File: config.mk
export PLATFORM = sky130hd
export DESIGN_NAME = ram_arbiter_flat
export DESIGN_NICKNAME = d
export VERILOG_FILES = /design/src/rtl/arm_mem_pkg.sv /design/src/rtl/ram_arbiter_if.sv /design/src/rtl/ram_arb_rr2.sv /design/src/rtl/ram_arbiter.sv /design/src/flat_wrapper.sv
export SDC_FILE = /design/constraint.sdc
export NUM_CORES = 1
export LEC_CHECK = 0
export BUFFER_PORTS_ARGS = -buffer_cell sky130_fd_sc_hd__buf_4
export CORE_AREA = 2 2 120 122
export CTS_CLUSTER_SIZE = 20
export DETAILED_ROUTE_END_ITERATION = 6
export DIE_AREA = 0 0 122 124
export PLACE_DENSITY = 0.7
export SYNTH_ARGS = -nofsm -noshare
export SYNTH_HDL_FRONTEND = slang
export SYNTH_SLANG_ARGS = --single-unit
File: constraint.sdc
create_clock -name clk -period 4.5 [get_ports clk]
set_input_delay 0.225 -clock clk [delete_from_list [all_inputs] [get_ports clk]]
set_output_delay 0.225 -clock clk [all_outputs]
set_load 0.02 [all_outputs]
File: src/rtl/arm_mem_pkg.sv
`default_nettype none
// ============================================================================
// Package  : arm_mem_pkg
// Brief    : Shared encodings and default widths for the RAM arbiter slice.
// Revision : 1.0 - initial release
// ============================================================================
package arm_mem_pkg;

   localparam int c_addr_w = 32;
   localparam int c_data_w = 32;

   typedef enum logic [0:0] {
      IDLE  = 1'b0,
      SERVE = 1'b1
   } state_t;

   typedef enum logic [0:0] {
      BOOT = 1'b0,
      RUN  = 1'b1
   } phase_t;

   typedef enum logic [0:0] {
      OWN_LD  = 1'b0,
      OWN_ARM = 1'b1
   } owner_t;

endpackage
`default_nettype wire

File: src/rtl/ram_arbiter_if.sv
`default_nettype none
// ============================================================================
// Interface : ram_arbiter_if
// Brief     : Loader, core and basic_ram buses around the RAM arbiter.
// Revision  : 1.0 - initial release
// ============================================================================
interface ram_arbiter_if #(
   parameter int ADDR_W = 32,
   parameter int DATA_W = 32
) ();

   logic              ld_finished;
   logic              cpu_rst;

   logic [ADDR_W-1:0] ld_addr;
   logic [DATA_W-1:0] ld_wdata;
   logic              ld_cs;
   logic              ld_we;
   logic              ld_oe;
   logic [DATA_W-1:0] ld_rdata;
   logic              ld_done;

   logic [ADDR_W-1:0] arm_addr;
   logic [DATA_W-1:0] arm_wdata;
   logic              arm_cs;
   logic              arm_we;
   logic              arm_oe;
   logic [DATA_W-1:0] arm_rdata;
   logic              arm_done;

   logic [ADDR_W-1:0] ram_addr;
   logic [DATA_W-1:0] ram_wdata;
   logic              ram_cs;
   logic              ram_we;
   logic              ram_oe;
   logic [DATA_W-1:0] ram_rdata;
   logic              ram_mem_done;

   logic              err;

   // Arbiter view: it masters basic_ram and serves both requesters.
   modport master (
      input  ld_finished,
      input  ld_addr, ld_wdata, ld_cs, ld_we, ld_oe,
      input  arm_addr, arm_wdata, arm_cs, arm_we, arm_oe,
      input  ram_rdata, ram_mem_done,
      output cpu_rst,
      output ld_rdata, ld_done,
      output arm_rdata, arm_done,
      output ram_addr, ram_wdata, ram_cs, ram_we, ram_oe,
      output err
   );

   modport slave (
      output ld_finished,
      output ld_addr, ld_wdata, ld_cs, ld_we, ld_oe,
      output arm_addr, arm_wdata, arm_cs, arm_we, arm_oe,
      output ram_rdata, ram_mem_done,
      input  cpu_rst,
      input  ld_rdata, ld_done,
      input  arm_rdata, arm_done,
      input  ram_addr, ram_wdata, ram_cs, ram_we, ram_oe,
      input  err
   );

endinterface
`default_nettype wire

File: src/rtl/ram_arb_rr2.sv
`default_nettype none
// ============================================================================
// Module   : ram_arb_rr2
// Brief    : Combinational two-way round-robin pick between LD and ARM.
// Revision : 1.0 - initial release
// ============================================================================
module ram_arb_rr2
   import arm_mem_pkg::*;
(
   input  owner_t     i_last_grant,
   input  logic [1:0] i_req,        // bit 0 = LD, bit 1 = ARM
   output logic       o_vld,
   output owner_t     o_pick
);

   always_comb begin
      o_vld  = |i_req;
      o_pick = OWN_LD;
      if (i_req == 2'b11) begin
         // Contention: whoever was not served last goes first.
         o_pick = (i_last_grant == OWN_LD) ? OWN_ARM : OWN_LD;
      end else if (i_req[1]) begin
         o_pick = OWN_ARM;
      end
   end

endmodule
`default_nettype wire

File: src/rtl/ram_arbiter.sv
`default_nettype none
// ============================================================================
// Module   : ram_arbiter
// Brief    : Shares basic_ram between loader and ARMv4 core; sequences boot.
// Revision : 1.0 - initial release
// ============================================================================
module ram_arbiter
   import arm_mem_pkg::*;
#(
   parameter int ADDR_W   = c_addr_w,
   parameter int DATA_W   = c_data_w,
   parameter int RST_HOLD = 4,
   parameter int TIMEOUT  = 64
) (
   input  logic          clk,
   input  logic          rst,
   ram_arbiter_if.master bus
);

   localparam int c_TMO_W  = $clog2(TIMEOUT + 1);
   localparam int c_HOLD_W = $clog2(RST_HOLD + 1);

   state_t              r_state;
   phase_t              r_phase;
   owner_t              r_owner;
   owner_t              r_last_grant;
   logic                r_cpu_rst;
   logic                r_ld_done;
   logic                r_arm_done;
   logic                r_err;
   logic [DATA_W-1:0]   r_ld_rdata;
   logic [DATA_W-1:0]   r_arm_rdata;
   logic [c_TMO_W-1:0]  r_tmo_cnt;
   logic                r_hold_act;
   logic [c_HOLD_W-1:0] r_hold_cnt;
   logic                r_fin_seen;

   logic                w_ld_req;
   logic                w_arm_req;
   logic [1:0]          w_elig;
   logic                w_grant_vld;
   owner_t              w_pick;
   logic                w_own_cs;
   logic                w_own_we;
   logic                w_own_oe;
   logic [ADDR_W-1:0]   w_own_addr;
   logic [DATA_W-1:0]   w_own_wdata;
   logic                w_own_rd;
   logic                w_ram_cs;
   logic                w_ram_we;
   logic                w_ram_oe;

   assign w_ld_req  = bus.ld_cs  & (bus.ld_we  | bus.ld_oe);
   assign w_arm_req = bus.arm_cs & (bus.arm_we | bus.arm_oe);
   // The core stays invisible to the arbiter until boot has released it.
   assign w_elig    = {w_arm_req & (r_phase == RUN), w_ld_req};

   ram_arb_rr2 u_rr2 (
      .i_last_grant (r_last_grant),
      .i_req        (w_elig),
      .o_vld        (w_grant_vld),
      .o_pick       (w_pick)
   );

   assign w_own_cs    = (r_owner == OWN_ARM) ? bus.arm_cs    : bus.ld_cs;
   assign w_own_we    = (r_owner == OWN_ARM) ? bus.arm_we    : bus.ld_we;
   assign w_own_oe    = (r_owner == OWN_ARM) ? bus.arm_oe    : bus.ld_oe;
   assign w_own_addr  = (r_owner == OWN_ARM) ? bus.arm_addr  : bus.ld_addr;
   assign w_own_wdata = (r_owner == OWN_ARM) ? bus.arm_wdata : bus.ld_wdata;
   assign w_own_rd    = w_own_oe & ~w_own_we;

   always_comb begin
      w_ram_cs = 1'b0;
      w_ram_we = 1'b0;
      w_ram_oe = 1'b0;
      if (r_state == SERVE) begin
         w_ram_cs = w_own_cs;
         w_ram_we = w_own_cs & w_own_we;
         w_ram_oe = w_own_cs & w_own_rd;
      end
   end

   always_ff @(posedge clk) begin
      if (rst) begin
         r_state      <= IDLE;
         r_phase      <= BOOT;
         r_owner      <= OWN_LD;
         r_last_grant <= OWN_ARM;
         r_cpu_rst    <= 1'b1;
         r_ld_done    <= 1'b0;
         r_arm_done   <= 1'b0;
         r_err        <= 1'b0;
         r_ld_rdata   <= '0;
         r_arm_rdata  <= '0;
         r_tmo_cnt    <= '0;
         r_hold_act   <= 1'b0;
         r_hold_cnt   <= '0;
         r_fin_seen   <= 1'b0;
      end else begin
         r_ld_done  <= 1'b0;
         r_arm_done <= 1'b0;

         case (r_state)
            IDLE: begin
               if (w_grant_vld) begin
                  r_owner   <= w_pick;
                  r_state   <= SERVE;
                  r_tmo_cnt <= '0;
               end
            end
            SERVE: begin
               r_tmo_cnt <= r_tmo_cnt + 1'b1;
               if (!w_own_cs) begin
                  r_state <= IDLE;
               end else if (bus.ram_mem_done) begin
                  r_state      <= IDLE;
                  r_last_grant <= r_owner;
                  if (r_owner == OWN_ARM) begin
                     r_arm_done <= 1'b1;
                     if (w_own_rd) r_arm_rdata <= bus.ram_rdata;
                  end else begin
                     r_ld_done <= 1'b1;
                     if (w_own_rd) r_ld_rdata <= bus.ram_rdata;
                  end
               end else if (r_tmo_cnt == c_TMO_W'(TIMEOUT - 1)) begin
                  // TIMEOUT full SERVE cycles without mem_done: give up.
                  r_state <= IDLE;
                  r_err   <= 1'b1;
                  if (r_owner == OWN_ARM) r_arm_done <= 1'b1;
                  else                    r_ld_done  <= 1'b1;
               end
            end
            default: r_state <= IDLE;
         endcase

         // A finish seen mid-transaction is remembered until the bus goes idle.
         if (r_phase == BOOT) begin
            if (bus.ld_finished) r_fin_seen <= 1'b1;
            if (r_hold_act) begin
               if (r_hold_cnt == c_HOLD_W'(RST_HOLD - 1)) begin
                  r_phase    <= RUN;
                  r_cpu_rst  <= 1'b0;
                  r_hold_act <= 1'b0;
               end else begin
                  r_hold_cnt <= r_hold_cnt + 1'b1;
               end
            end else if (r_state == IDLE && (bus.ld_finished || r_fin_seen)) begin
               r_hold_act <= 1'b1;
               r_hold_cnt <= '0;
            end
         end
      end
   end

   assign bus.cpu_rst   = r_cpu_rst;
   assign bus.ld_rdata  = r_ld_rdata;
   assign bus.ld_done   = r_ld_done;
   assign bus.arm_rdata = r_arm_rdata;
   assign bus.arm_done  = r_arm_done;
   assign bus.err       = r_err;
   assign bus.ram_addr  = w_own_addr;
   assign bus.ram_wdata = w_own_wdata;
   assign bus.ram_cs    = w_ram_cs;
   assign bus.ram_we    = w_ram_we;
   assign bus.ram_oe    = w_ram_oe;

endmodule
`default_nettype wire

File: src/flat_wrapper.sv
// flat-port wrapper written by rule: the top's interface ports become plain ports
module ram_arbiter_flat import arm_mem_pkg::*;
#(
   parameter int ADDR_W   = c_addr_w,
   parameter int DATA_W   = c_data_w,
   parameter int RST_HOLD = 4,
   parameter int TIMEOUT  = 64
)
  (clk, rst, bus_ld_finished, bus_ld_addr, bus_ld_wdata, bus_ld_cs, bus_ld_we, bus_ld_oe, bus_arm_addr, bus_arm_wdata, bus_arm_cs, bus_arm_we, bus_arm_oe, bus_ram_rdata, bus_ram_mem_done, bus_cpu_rst, bus_ld_rdata, bus_ld_done, bus_arm_rdata, bus_arm_done, bus_ram_addr, bus_ram_wdata, bus_ram_cs, bus_ram_we, bus_ram_oe, bus_err);
  ram_arbiter_if #(.ADDR_W(ADDR_W), .DATA_W(DATA_W)) bus_i ();
  input  logic clk;
  input  logic rst;
  input wire logic [$bits(bus_i.ld_finished)-1:0] bus_ld_finished;
  input wire logic [$bits(bus_i.ld_addr)-1:0] bus_ld_addr;
  input wire logic [$bits(bus_i.ld_wdata)-1:0] bus_ld_wdata;
  input wire logic [$bits(bus_i.ld_cs)-1:0] bus_ld_cs;
  input wire logic [$bits(bus_i.ld_we)-1:0] bus_ld_we;
  input wire logic [$bits(bus_i.ld_oe)-1:0] bus_ld_oe;
  input wire logic [$bits(bus_i.arm_addr)-1:0] bus_arm_addr;
  input wire logic [$bits(bus_i.arm_wdata)-1:0] bus_arm_wdata;
  input wire logic [$bits(bus_i.arm_cs)-1:0] bus_arm_cs;
  input wire logic [$bits(bus_i.arm_we)-1:0] bus_arm_we;
  input wire logic [$bits(bus_i.arm_oe)-1:0] bus_arm_oe;
  input wire logic [$bits(bus_i.ram_rdata)-1:0] bus_ram_rdata;
  input wire logic [$bits(bus_i.ram_mem_done)-1:0] bus_ram_mem_done;
  output wire logic [$bits(bus_i.cpu_rst)-1:0] bus_cpu_rst;
  output wire logic [$bits(bus_i.ld_rdata)-1:0] bus_ld_rdata;
  output wire logic [$bits(bus_i.ld_done)-1:0] bus_ld_done;
  output wire logic [$bits(bus_i.arm_rdata)-1:0] bus_arm_rdata;
  output wire logic [$bits(bus_i.arm_done)-1:0] bus_arm_done;
  output wire logic [$bits(bus_i.ram_addr)-1:0] bus_ram_addr;
  output wire logic [$bits(bus_i.ram_wdata)-1:0] bus_ram_wdata;
  output wire logic [$bits(bus_i.ram_cs)-1:0] bus_ram_cs;
  output wire logic [$bits(bus_i.ram_we)-1:0] bus_ram_we;
  output wire logic [$bits(bus_i.ram_oe)-1:0] bus_ram_oe;
  output wire logic [$bits(bus_i.err)-1:0] bus_err;
  assign bus_i.ld_finished = bus_ld_finished;
  assign bus_i.ld_addr = bus_ld_addr;
  assign bus_i.ld_wdata = bus_ld_wdata;
  assign bus_i.ld_cs = bus_ld_cs;
  assign bus_i.ld_we = bus_ld_we;
  assign bus_i.ld_oe = bus_ld_oe;
  assign bus_i.arm_addr = bus_arm_addr;
  assign bus_i.arm_wdata = bus_arm_wdata;
  assign bus_i.arm_cs = bus_arm_cs;
  assign bus_i.arm_we = bus_arm_we;
  assign bus_i.arm_oe = bus_arm_oe;
  assign bus_i.ram_rdata = bus_ram_rdata;
  assign bus_i.ram_mem_done = bus_ram_mem_done;
  assign bus_cpu_rst = bus_i.cpu_rst;
  assign bus_ld_rdata = bus_i.ld_rdata;
  assign bus_ld_done = bus_i.ld_done;
  assign bus_arm_rdata = bus_i.arm_rdata;
  assign bus_arm_done = bus_i.arm_done;
  assign bus_ram_addr = bus_i.ram_addr;
  assign bus_ram_wdata = bus_i.ram_wdata;
  assign bus_ram_cs = bus_i.ram_cs;
  assign bus_ram_we = bus_i.ram_we;
  assign bus_ram_oe = bus_i.ram_oe;
  assign bus_err = bus_i.err;
  ram_arbiter #(.ADDR_W(ADDR_W), .DATA_W(DATA_W), .RST_HOLD(RST_HOLD), .TIMEOUT(TIMEOUT)) u_core (.clk(clk), .rst(rst), .bus(bus_i));
endmodule
Word level (Yosys, flattened, before mapping). Index checks and enable logic that the tools add are counted. Widths: inputs -> output; s select.

$add $sub $neg: 2. Eq/ne operators: 5. Muxes and demuxes: 33. Bitwise logic cells: 14. Reduce and logical (&&, ||, !) cells: 13.

Operators with widths (number): $mux 32 (2); $mux 1 (25); $pmux 7 s2 (1); $reduce_and 5->1 (2); $mux 3 (3); $reduce_and 3->1 (3); $add 7x1->7 const B (1); $eq 7x6->1 const B (1); $mux 7 (1); $and 1x1->1 (6); $not 1->1 (6); $ne 2x2->1 const B (2); $reduce_and 2->1 (2); $reduce_and 4->1 (1); $add 3x1->3 const B (1); $eq 3x2->1 const B (1); $reduce_or 3->1 (1); $eq 2x2->1 const B (1); $or 1x1->1 (2); $pmux 1 s2 (1); $reduce_bool 2->1 (1); $reduce_or 2->1 (1); $logic_and 1x1->1 (1); $logic_or 1x1->1 (1).

Bits in registers: 84. Input bits: 170. Logic and storage cells: 81.

Depth between registers and ports, before layout. Gate-level depths: netlist of run 1.

Depth in word-level cells: 6. Gate-level depth with buffers: 6. Depth with buffers taken out: 5.

By module. From an unflattened synthesis of run 1, not the netlist that was laid out.

Cell total of the unflattened synthesis: 439. Area, all modules: 4175.3 µm².

By module, submodules not included: ram_arbiter (times used 1, cells each 437, area an instance 4161.5 µm², seq. area each 1681.6 µm²); ram_arb_rr2 (times used 1, cells each 2, area an instance 13.8 µm², seq. area each 0.0 µm²).

Worst setup path before layout of run 1. Ideal clock, no wire load.

Path kind: register -> register. From: reg u_core.r_hold_cnt[0]. To: reg u_core.r_hold_cnt[0]. Data arrival time: 1344 ps. Required time: 4426 ps. Slack: 3081 ps. Cell stages (with the launch flop): 6. Buffers on the path: 0. Cell sequence: dfxtp_1 ha_1 ha_1 nor4b_1 o21ai_0 a31oi_1.

Word-level cells in the longest chain between the ends: 3.

Ends and longest elaborated chain: from (decl) (line ram_arbiter.sv:35) `logic [c_HOLD_W-1:0] r_hold_cnt;`; from (signal assigned) (line ram_arbiter.sv:145) `r_hold_cnt <= r_hold_cnt + 1'b1;`; $add 3x1->3 / $eq 3x2->1 (equally long branches) (line ram_arbiter.sv:145, ram_arbiter.sv:140); $mux 3 / $ne 2x2->1 (equally long branches); $mux 3 / $reduce_and 3->1 (equally long branches).

Parallel ways exist; a longest one is shown, timed or not. The select of a mux whose other input is x is not followed. A chain may end at the register's enable or synchronous reset.

Final worst setup path of run 1.
From: reg u_core.r_owner. To: out bus_ram_wdata[28].

Word-level cells in the longest chain between the ends: 1.

Ends and longest elaborated chain: from (decl) (line ram_arbiter.sv:25) `owner_t r_owner;`; from (signal assigned) (line ram_arbiter.sv:106) `r_owner <= w_pick;`; $mux 32 (line ram_arbiter.sv:69) `assign w_own_wdata = (r_owner == OWN_ARM) ? bus.arm_wdata : bus.ld_wdata;`; to (decl) (line flat_wrapper.sv:32) `output wire logic [$bits(bus_i.ram_wdata)-1:0] bus_ram_wdata;`.

No other way between the ends.

==> results.sh, run 1 <==
export IMPL_syn2layout_area_growth_pct=63.8
export IMPL_num_antenna_cells=0
export IMPL_grt_pass1_wl_um=26500
export IMPL_numCtsBuffers=9
export IMPL_synth_seq_cells=84
export IMPL_min_period_ps=2440
export IMPL_syn_num_nets=650
export IMPL_cts_resized=0
export IMPL_grt_antenna_before_repair=0
export IMPL_cap_violations=0
export IMPL_yosys_cell_types_count=44
export IMPL_synth_seq_area_share=0.404
export IMPL_crit_chain="buf_4 -> mux2_2 -> buf_4"
export IMPL_critical_path_class="register to output port"
export IMPL_clkSlewWorstSetupHoldPaths_ps=60
export IMPL_cp_max_fo=54
export IMPL_grt_pass1_vias=4597
export IMPL_drcViolationCount=0
export IMPL_die_h_um=124
export IMPL_cts_buffer_depth=2
export IMPL_root_buffer="clkbuf_16"
export IMPL_rsz0062_at_grt="no"
export IMPL_cpMaxStageDelayCell="buf_4"
export IMPL_cp_end_kind="output port"
export IMPL_avgSynthCellArea_um2=8.72
export IMPL_design_core_area_mm2=0.0137
export IMPL_met3_usage=0.0646
export IMPL_worst_setup_path_start_kind="register"
export IMPL_finalCritPeriodShare=0.541
export IMPL_initial_utilization=0.303
export IMPL_first_iter_violations=358
export IMPL_max_freq_mhz=411
export IMPL_top_usage_layer="met2"
export IMPL_tritoncts="built"
export IMPL_avgViaCountPerCell=5.13
export IMPL_peakVddDrop_mv=0.178
export IMPL_die_area_mm2=0.0151
export IMPL_p_per_area_mw_per_mm2=277
export IMPL_instances_no_fill=935
export IMPL_synthCells=477
export IMPL_overflow=0
export IMPL_tightest_slew_ps=1020
export IMPL_required_ps=4280
export IMPL_numClockSinks=84
export IMPL_clock_latency_ps=340
export IMPL_drive_above_1_share=0.521
export IMPL_grt_usage=0.234
export IMPL_synth_edf_count=0
export IMPL_port_buffers=304
export IMPL_vias=4801
export IMPL_status="finished clean"
export IMPL_skew_ps=8.22
export IMPL_num_rows=43
export IMPL_setup_viol_count_final=0
export IMPL_nets=925
export IMPL_dr_pass1_iters=5
export IMPL_wl_um=18600
export IMPL_max_slew_margin_rel=0.321
export IMPL_cp_arrival_ps=2210
export IMPL_async_reset_ff_frac=0
export IMPL_gp_congestion=0.921
export IMPL_synth_ff_type="dfxtp_1"
export IMPL_dp_hpwl_um=14000
export IMPL_netlist_area_mm2=0.00416
export IMPL_cpPeakStageDelay_ps=650
export IMPL_grtUsageMet1=0.282
export IMPL_grt_max_degree=84
export IMPL_min_path_type="primary input to register"
export IMPL_drv_slew=0
export IMPL_cts_hold_buf=0
export IMPL_timing_critical_path_mode_cell="buf_4"
export IMPL_die_w_um=122
export IMPL_htreeDepth=3
export IMPL_wl_per_cell_um=19.9
export IMPL_cts_setup_buffers=0
export IMPL_dp_cells=921
export IMPL_yosysWarningCount=0
export IMPL_top_level_ports=305
export IMPL_ant_nets=0
export IMPL_grt_use_met2=0.407
export IMPL_fin_util=0.497
export IMPL_p_leak_nw=2.91
export IMPL_fin_tns_setup_ps=0
export IMPL_final_hold_viol_count=0
==> critical path, delay by kind of cell (launching register included) <==
kind     cells  cell delay [ps]
buf+inv      2              810
flops        1              610
mux          1              440
==> layout make-up <==
class,instances,area [um2]
Tap cell,180,225
Multi-Input combinational cell,340,2240
Fill cell,1362,6900
Inverter,5,18.8
Timing Repair Buffer,312,2340
Clock inverter,4,76.3
Clock buffer,10,229
Sequential cell,84,1680
==> power breakdown <==
part           internal [mW]  switching (mW)  total [mW]
Combinational          0.178           0.162       0.340
Sequential             0.755          0.0126       0.768
Clock                  0.481           0.299       0.780
==> cell usage after synthesis (all sizes together), types with 3 or more instances <==
library cell / n / area (um2)
dfxtp: 84 / 1680
o21ai: 74 / 370
a21oi: 69 / 345
nand3: 66 / 330
mux2: 65 / 732
buf: 25 / 149
clkbuf: 23 / 87.6
nand2: 14 / 52.6
nor2: 6 / 22.5
inv: 4 / 15.0
nand2b: 4 / 25.0
ha: 3 / 37.5
nand4: 3 / 18.8
or3: 3 / 18.8
==> stage by stage <==
stage                     area (um2)  setup slack [ps]  hold WS (ps)  power [mW]
after floorplan                 4160              3080           326       0.921
after global placement          6510              2380           441        1.12
after detailed placement        6510              2340           445        1.12
after CTS                       6820              2070           125        1.90
after global routing            6820              1960           151        1.96
final                           6820              2060           138        1.89
==> placed cells by master (no fill, tap or decap), drive strengths merged, types with 3 or more instances in the layout <==
cell	Yosys	layout
buf	25	312
dfxtp	84	84
o21ai	74	74
a21oi	69	69
nand3	66	66
mux2	65	65
nand2	14	14
clkbuf	23	10
nor2	6	6
inv	4	4
nand2b	4	4
nand4	3	3
or3	3	3
ha	3	3
==> logic make-up (layout without fill, tap and decap cells) <==
group                    Yosys count  count (layout)  share of synthesized area
flip-flops                        84              84                      0.404
multiplexers                      67              67                      0.181
AND/OR/NAND/NOR                  110             110                      0.140
AO/OA/AOI/OAI                    160             160                      0.205
buffers and inverters             53             331                     0.0613
adder cells (fa/ha/maj)            3               3                    0.00902
==> flip-flops by register name (all words and copies together) (netlist names) <==
register / count
u_core.bus.arm_rdata: 32
u_core.bus.ld_rdata: 32
u_core.r_tmo_cnt: 7
u_core.r_hold_cnt: 3
u_core.bus.arm_done: 1
u_core.bus.cpu_rst: 1
u_core.bus.err: 1
u_core.bus.ld_done: 1
u_core.r_fin_seen: 1
u_core.r_hold_act: 1
u_core.r_last_grant: 1
u_core.r_owner: 1
u_core.r_phase: 1
u_core.r_state: 1
==> final timing paths <==
kind / endpoint / startpoint / slack (ps) / cells past startpoint
setup / recovery: bus_ram_wdata[28] / u_core.r_owner$_SDFFE_PP0P_ / 2060 / 3
hold / removal: u_core.bus.err$_SDFFE_PP0P_ / bus_ram_mem_done / 140 / 2
setup reg to reg: u_core.bus.ld_rdata[25]$_SDFFE_PP0P_ / u_core.r_state$_SDFF_PP0_ / 2360 / 3
hold reg to reg: u_core.bus.cpu_rst$_SDFFE_PP1P_ / u_core.bus.cpu_rst$_SDFFE_PP1P_ / 450 / 2
==> routing by layer <==
metal / vias to the layer above / routed length (um)
li1: 2290 / -
met1: 2307 / 7560
met2: 187 / 9210
met3: 17 / 1550
met4: 0 / 303
met5: - / 0
Note: power is estimated with default switching activity, not from simulation.
==> inputs of run 2 (changes only) <==
--- a/config.mk
+++ b/config.mk
@@ -6,11 +6,11 @@
 export NUM_CORES = 1
 export LEC_CHECK = 0
 export BUFFER_PORTS_ARGS = -buffer_cell sky130_fd_sc_hd__buf_4
-export CORE_AREA = 2 2 120 122
+export CORE_AREA = 2 2 117 119
 export CTS_CLUSTER_SIZE = 20
 export DETAILED_ROUTE_END_ITERATION = 6
-export DIE_AREA = 0 0 122 124
-export PLACE_DENSITY = 0.7
+export DIE_AREA = 0 0 119 121
+export PLACE_DENSITY = 0.72
 export SYNTH_ARGS = -nofsm -noshare
 export SYNTH_HDL_FRONTEND = slang
 export SYNTH_SLANG_ARGS = --single-unit
==> constraint.sdc (replaced) <==
create_clock -name clk -period 2.3 [get_ports clk]
set_input_delay 0.115 -clock clk [delete_from_list [all_inputs] [get_ports clk]]
set_output_delay 0.115 -clock clk [all_outputs]
set_load 0.02 [all_outputs]
==> run 2 against run 1 <==
Net effect:
- first-iteration DRC count is 7.3% lower
- non-clock buffer count grew 3
- flip-flop and latch count did not move
- hold slack worse by 100 ps
- utilization grew 3.0 points
- routed wire length up 9.7%
- total power up 110%
- critical path type unchanged
- largest cell class unchanged
==> results.sh, run 2 (same netlist as run 1, synthesis figures left out) <==
export IMPL_timing_critical_path_mode_cell="buf_4"
export IMPL_reg2reg_setup_slack_ps=630
export IMPL_r2r_end="u_core.bus.arm_rdata[21]$_SDFFE_PP0P_"
export IMPL_setup_viol_count_final=0
export IMPL_p_sw_frac=0.249
export IMPL_tritoncts="built"
export IMPL_clkPwrFrac=0.433
export IMPL_grt_usage=0.269
export IMPL_crit_chain="buf_4 -> mux2_2 -> buf_4"
export IMPL_nets=928
export IMPL_finalCritPeriodShare=0.918
export IMPL_die_area_mm2=0.0144
export IMPL_cpMaxStageDelayCell="dfxtp_4"
export IMPL_mostFrequentLayoutCell="buf_4"
export IMPL_comb_power_share=0.181
export IMPL_die_h_um=121
export IMPL_p_leak_nw=2.95
export IMPL_status="finished clean"
export IMPL_peakVddDrop_mv=0.537
export IMPL_wl_um=20400
export IMPL_max_slew_margin_rel=0.630
export IMPL_cts_setup_buffers=0
export IMPL_layout_common_cells="315 x buf_4, 83 x dfxtp_1, 69 x a21oi_1, 69 x o21ai_0, 66 x nand3_1"
export IMPL_htreeDepth=3
export IMPL_switchingPower_mw=0.969
export IMPL_ff2ff_path_depth=4
export IMPL_p_int_mw=2.92
export IMPL_grt_antenna_before_repair=2
export IMPL_max_freq_mhz=474
export IMPL_ant_nets=0
export IMPL_cap_violations=0
export IMPL_avgViaCountPerCell=5.15
export IMPL_numCtsBuffers=9
export IMPL_drive_above_1_share=0.525
export IMPL_drcViolationCount=0
export IMPL_dp_hpwl_um=15800
export IMPL_final_hold_viol_count=0
export IMPL_p_seq_frac=0.386
export IMPL_cp_max_fo=27
export IMPL_worstReg2RegStart="u_core.r_state$_SDFF_PP0_"
export IMPL_cp_arrival_ps=2000
export IMPL_design_core_area_mm2=0.0131
export IMPL_cts_hold_buf=0
export IMPL_skew_ps=8.56
export IMPL_dr_pass1_iters=5
export IMPL_cp_end_kind="output port"
export IMPL_cp_depth=3
export IMPL_endpoint="bus_ram_addr[21]"
export IMPL_fin_total_pwr_mw=3.89
export IMPL_min_period_ps=2110
export IMPL_clkSlewWorstSetupHoldPaths_ps=60
export IMPL_cts_resized=0
export IMPL_required_ps=2180
export IMPL_clock_latency_ps=330
export IMPL_grt_pass1_vias=4479
export IMPL_numClockSinks=84
export IMPL_gp_congestion=0.921
export IMPL_drv_slew=0
export IMPL_first_iter_violations=332
export IMPL_cts_buffer_depth=2
export IMPL_overflow=0
export IMPL_initial_utilization=0.318
export IMPL_grt_pass1_wl_um=28700
export IMPL_rsz0062_at_grt="no"
export IMPL_holdWs_ps=38.5
export IMPL_num_rows=42
export IMPL_die_w_um=119
export IMPL_critical_path_class="register to output port"
export IMPL_fin_tns_setup_ps=0
export IMPL_vias=4836
export IMPL_port_buffers=304
export IMPL_root_buffer="clkbuf_16"
export IMPL_critPathLaunch="u_core.r_owner$_SDFFE_PP0P_"
export IMPL_worst_setup_path_start_kind="register"
export IMPL_grt_max_degree=50
export IMPL_wl_per_cell_um=21.8
export IMPL_top_level_ports=305
export IMPL_p_per_area_mw_per_mm2=565
export IMPL_cp_top_family="buffers and inverters"
export IMPL_tightest_slew_ps=555
export IMPL_syn2layout_area_growth_pct=65.5
export IMPL_min_path_type="primary input to register"
export IMPL_cpPeakStageDelay_ps=560
export IMPL_path_buf_inv=2
[run 2: cell types whose count changed in the layout (fill, tap and decap cells not counted)]
cell,before,now
diode_2,0,3
dfxtp_2,1,0
clkbuf_8,0,1
buf_4,312,315
bufinv_16,2,3
clkinv_2,0,1
clkbuf_1,1,0
dfxtp_4,0,1
[run 2: worst min-delay path by stage]
stage                                  from                                    to  slack [ps]  cells after the start
final                       bus_ld_finished        u_core.r_fin_seen$_SDFFE_PP0P_          40                      3
after global routing      bus_ram_rdata[21]  u_core.bus.ld_rdata[21]$_SDFFE_PP0P_          40                      3
after CTS                   bus_ld_finished        u_core.r_fin_seen$_SDFFE_PP0P_          30                      3
after detailed placement    bus_ld_finished        u_core.r_fin_seen$_SDFFE_PP0P_         370                      3
after global placement      bus_ld_finished        u_core.r_fin_seen$_SDFFE_PP0P_         370                      3
after floorplan            bus_ram_mem_done           u_core.bus.err$_SDFFE_PP0P_         220                      1
[run 2: layer usage]
metal	up-vias	global-route usage	part of all wire
met3	12	0.0977	0.085
met2	218	0.418	0.46
met4	2	0.0521	0.013
met5	-	0	0.00064
li1	2313	-	-
met1	2291	0.360	0.44
[run 2: power by group through the flow]
stage          combinational [mW]  clock (mW)  sequential, mW
6_report                    0.703        1.69            1.50
2_1_floorplan               0.273           0            1.53
3_3_place_gp                0.704           0            1.53
5_1_grt                     0.736        1.78            1.50
4_1_cts                     0.702        1.72            1.50
3_5_place_dp                0.699           0            1.53
[run 2: metrics by stage]
stage	worst slack, ps	cell area, um2	util	std cells
2_1_floorplan	881	4160	-	477
3_3_place_gp	533	6530	0.499	920
3_5_place_dp	545	6530	0.499	920
4_1_cts	193	6880	0.526	936
5_1_grt	146	6880	0.526	936
6_report	190	6890	0.526	939
[run 2: worst min-delay path, stage by stage]
cell and delay (ps):
buf_4 80, a21oi_1 60, nor2_1 70
[run 2: cell type report]
cell class / instances / area, um2
fillers: 1285 / 6200
repair buffers: 315 / 2360
multi-input cells: 340 / 2240
flip-flops and latches: 84 / 1690
clock buffers: 10 / 239
well taps: 176 / 220
clock inverters: 6 / 111
inverters: 5 / 18.8
diodes: 3 / 7.51
==> inputs of run 3 (changes only) <==
--- a/config.mk
+++ b/config.mk
@@ -6,11 +6,11 @@
 export NUM_CORES = 1
 export LEC_CHECK = 0
 export BUFFER_PORTS_ARGS = -buffer_cell sky130_fd_sc_hd__buf_4
-export CORE_AREA = 2 2 117 119
+export CORE_AREA = 4 4 116 118
 export CTS_CLUSTER_SIZE = 20
 export DETAILED_ROUTE_END_ITERATION = 6
-export DIE_AREA = 0 0 119 121
-export PLACE_DENSITY = 0.72
+export DIE_AREA = 0 0 120 122
+export PLACE_DENSITY = 0.75
 export SYNTH_ARGS = -nofsm -noshare
 export SYNTH_HDL_FRONTEND = slang
 export SYNTH_SLANG_ARGS = --single-unit
==> run 3 against run 2 <==
Net effect:
- count of clock-buffer cells in the layout unchanged
- sequential share of layout area up 0.11 points
- total power down 4.8%
- critical endpoint is now bus_ram_addr[4]
- highest routed layer unchanged
==> results.sh, run 3 (same netlist as run 1, synthesis figures left out) <==
export IMPL_status="finished clean"
export IMPL_p_per_area_mw_per_mm2=541
export IMPL_critical_path_class="register to output port"
export IMPL_die_area_mm2=0.0146
export IMPL_die_w_um=120
export IMPL_grt_pass1_wl_um=29100
export IMPL_reg2reg_setup_slack_ps=610
export IMPL_setup_viol_count_final=0
export IMPL_clkSlewWorstSetupHoldPaths_ps=70
export IMPL_comb_power_share=0.190
export IMPL_finalCritPeriodShare=0.806
export IMPL_cap_violations=0
export IMPL_numCtsBuffers=9
export IMPL_initial_utilization=0.334
export IMPL_p_seq_frac=0.405
export IMPL_clock_latency_ps=330
export IMPL_syn2layout_area_growth_pct=64.6
export IMPL_port_buffers=304
export IMPL_design_core_area_mm2=0.0125
export IMPL_final_seq_area_mm2=0.00168
export IMPL_finalInstanceArea_mm2=0.00685
export IMPL_cp_end_kind="output port"
export IMPL_tritoncts="built"
export IMPL_required_ps=2180
export IMPL_final_hold_viol_count=0
export IMPL_cp_arrival_ps=1740
export IMPL_avgViaCountPerCell=5.22
export IMPL_holdPathStages=2
export IMPL_cts_setup_buffers=0
export IMPL_layout_common_cells="312 x buf_4, 83 x dfxtp_1, 69 x a21oi_1, 69 x o21ai_0, 66 x nand3_1"
export IMPL_num_rows=41
export IMPL_dp_hpwl_um=15900
export IMPL_instances_no_fill=931
export IMPL_holdWs_ps=28.0
export IMPL_cp_max_fo=68
export IMPL_gp_congestion=0.964
export IMPL_switchingPower_mw=0.990
export IMPL_die_h_um=122
export IMPL_clkPwrFrac=0.405
export IMPL_n_fill_cell=1196
export IMPL_rsz0062_at_grt="no"
export IMPL_dr_pass1_iters=5
export IMPL_dpl_cell_area_mm2=0.00654
export IMPL_p_int_mw=2.71
export IMPL_p_leak_nw=2.93
export IMPL_nets=927
export IMPL_skew_ps=9.78
export IMPL_grt_usage=0.265
export IMPL_multiInputGateArea_mm2=0.00224
export IMPL_fin_tns_setup_ps=0
export IMPL_cts_resized=0
export IMPL_min_path_type="primary input to register"
export IMPL_num_antenna_cells=0
export IMPL_numClockSinks=84
export IMPL_first_iter_violations=455
export IMPL_wl_um=20400
export IMPL_worst_setup_path_start_kind="register"
export IMPL_dp_cells=915
export IMPL_peakVddDrop_mv=0.298
export IMPL_cts_buffer_depth=2
export IMPL_drive_above_1_share=0.524
export IMPL_max_freq_mhz=540
export IMPL_drcViolationCount=0
export IMPL_grt_pass1_vias=4596
export IMPL_max_slew_margin_rel=0.559
export IMPL_cts_hold_buf=0
export IMPL_drv_slew=0
export IMPL_htreeDepth=3
export IMPL_top_level_ports=305
export IMPL_ant_nets=0
export IMPL_tightest_slew_ps=662
export IMPL_overflow=0
export IMPL_ff2ff_path_depth=4
export IMPL_mostFrequentLayoutCell="buf_4"
export IMPL_p_sw_frac=0.267
export IMPL_min_period_ps=1850
export IMPL_grt_max_degree=69
export IMPL_fin_total_pwr_mw=3.70
export IMPL_vias=4857
export IMPL_grt_antenna_before_repair=1
export IMPL_root_buffer="clkbuf_16"
export IMPL_wl_per_cell_um=21.9
[run 3: cell type report]
type | count | share of cell area
Clock buffer | 10 | 0.0349
Clock inverter | 6 | 0.0100
Inverter | 5 | 0.00274
Multi-Input combinational cell | 340 | 0.327
Sequential cell | 84 | 0.246
Tap cell | 172 | 0.0314
Timing Repair Buffer | 314 | 0.348
[run 3: power groups by stage]
stage | registers (mW) | clock network, mW | logic, mW
floorplan | 1.53 | 0 | 0.273
detailed placement | 1.53 | 0 | 0.698
global route | 1.50 | 1.57 | 0.745
finish | 1.50 | 1.50 | 0.702
global placement | 1.53 | 0 | 0.694
CTS | 1.50 | 1.52 | 0.701
[run 3: metrics by stage]
| step | utilization | setup slack (ps) |
|---|---|---|
| after detailed placement | 0.525 | 657 |
| after global routing | 0.549 | 363 |
| after floorplan | - | 881 |
| after global placement | 0.525 | 711 |
| after CTS | 0.549 | 454 |
| final | 0.549 | 447 |
[run 3: worst paths after layout]
check,startpoint,to
worst max register to register,u_core.r_state$_SDFF_PP0_,u_core.bus.arm_rdata[24]$_SDFFE_PP0P_
worst min register to register,u_core.bus.cpu_rst$_SDFFE_PP1P_,u_core.bus.cpu_rst$_SDFFE_PP1P_
worst max-delay path,u_core.r_owner$_SDFFE_PP0P_,bus_ram_addr[4]
worst min-delay path,bus_ram_mem_done,u_core.bus.err$_SDFFE_PP0P_
[run 3: per-layer routing]
| metal | share of wire | GRT usage | vias to the layer above |
|---|---|---|---|
| li1 | - | - | 2292 |
| met1 | 0.43 | 0.360 | 2323 |
| met2 | 0.46 | 0.414 | 229 |
| met3 | 0.11 | 0.0961 | 11 |
| met4 | 0.0097 | 0.0379 | 2 |
| met5 | 0.00034 | 0 | - |
[run 3: worst max-delay path: stages, from the launching register on]
cell     delay (ps)
dfxtp_2         440
buf_12          330
mux2_2          400
buf_4           180
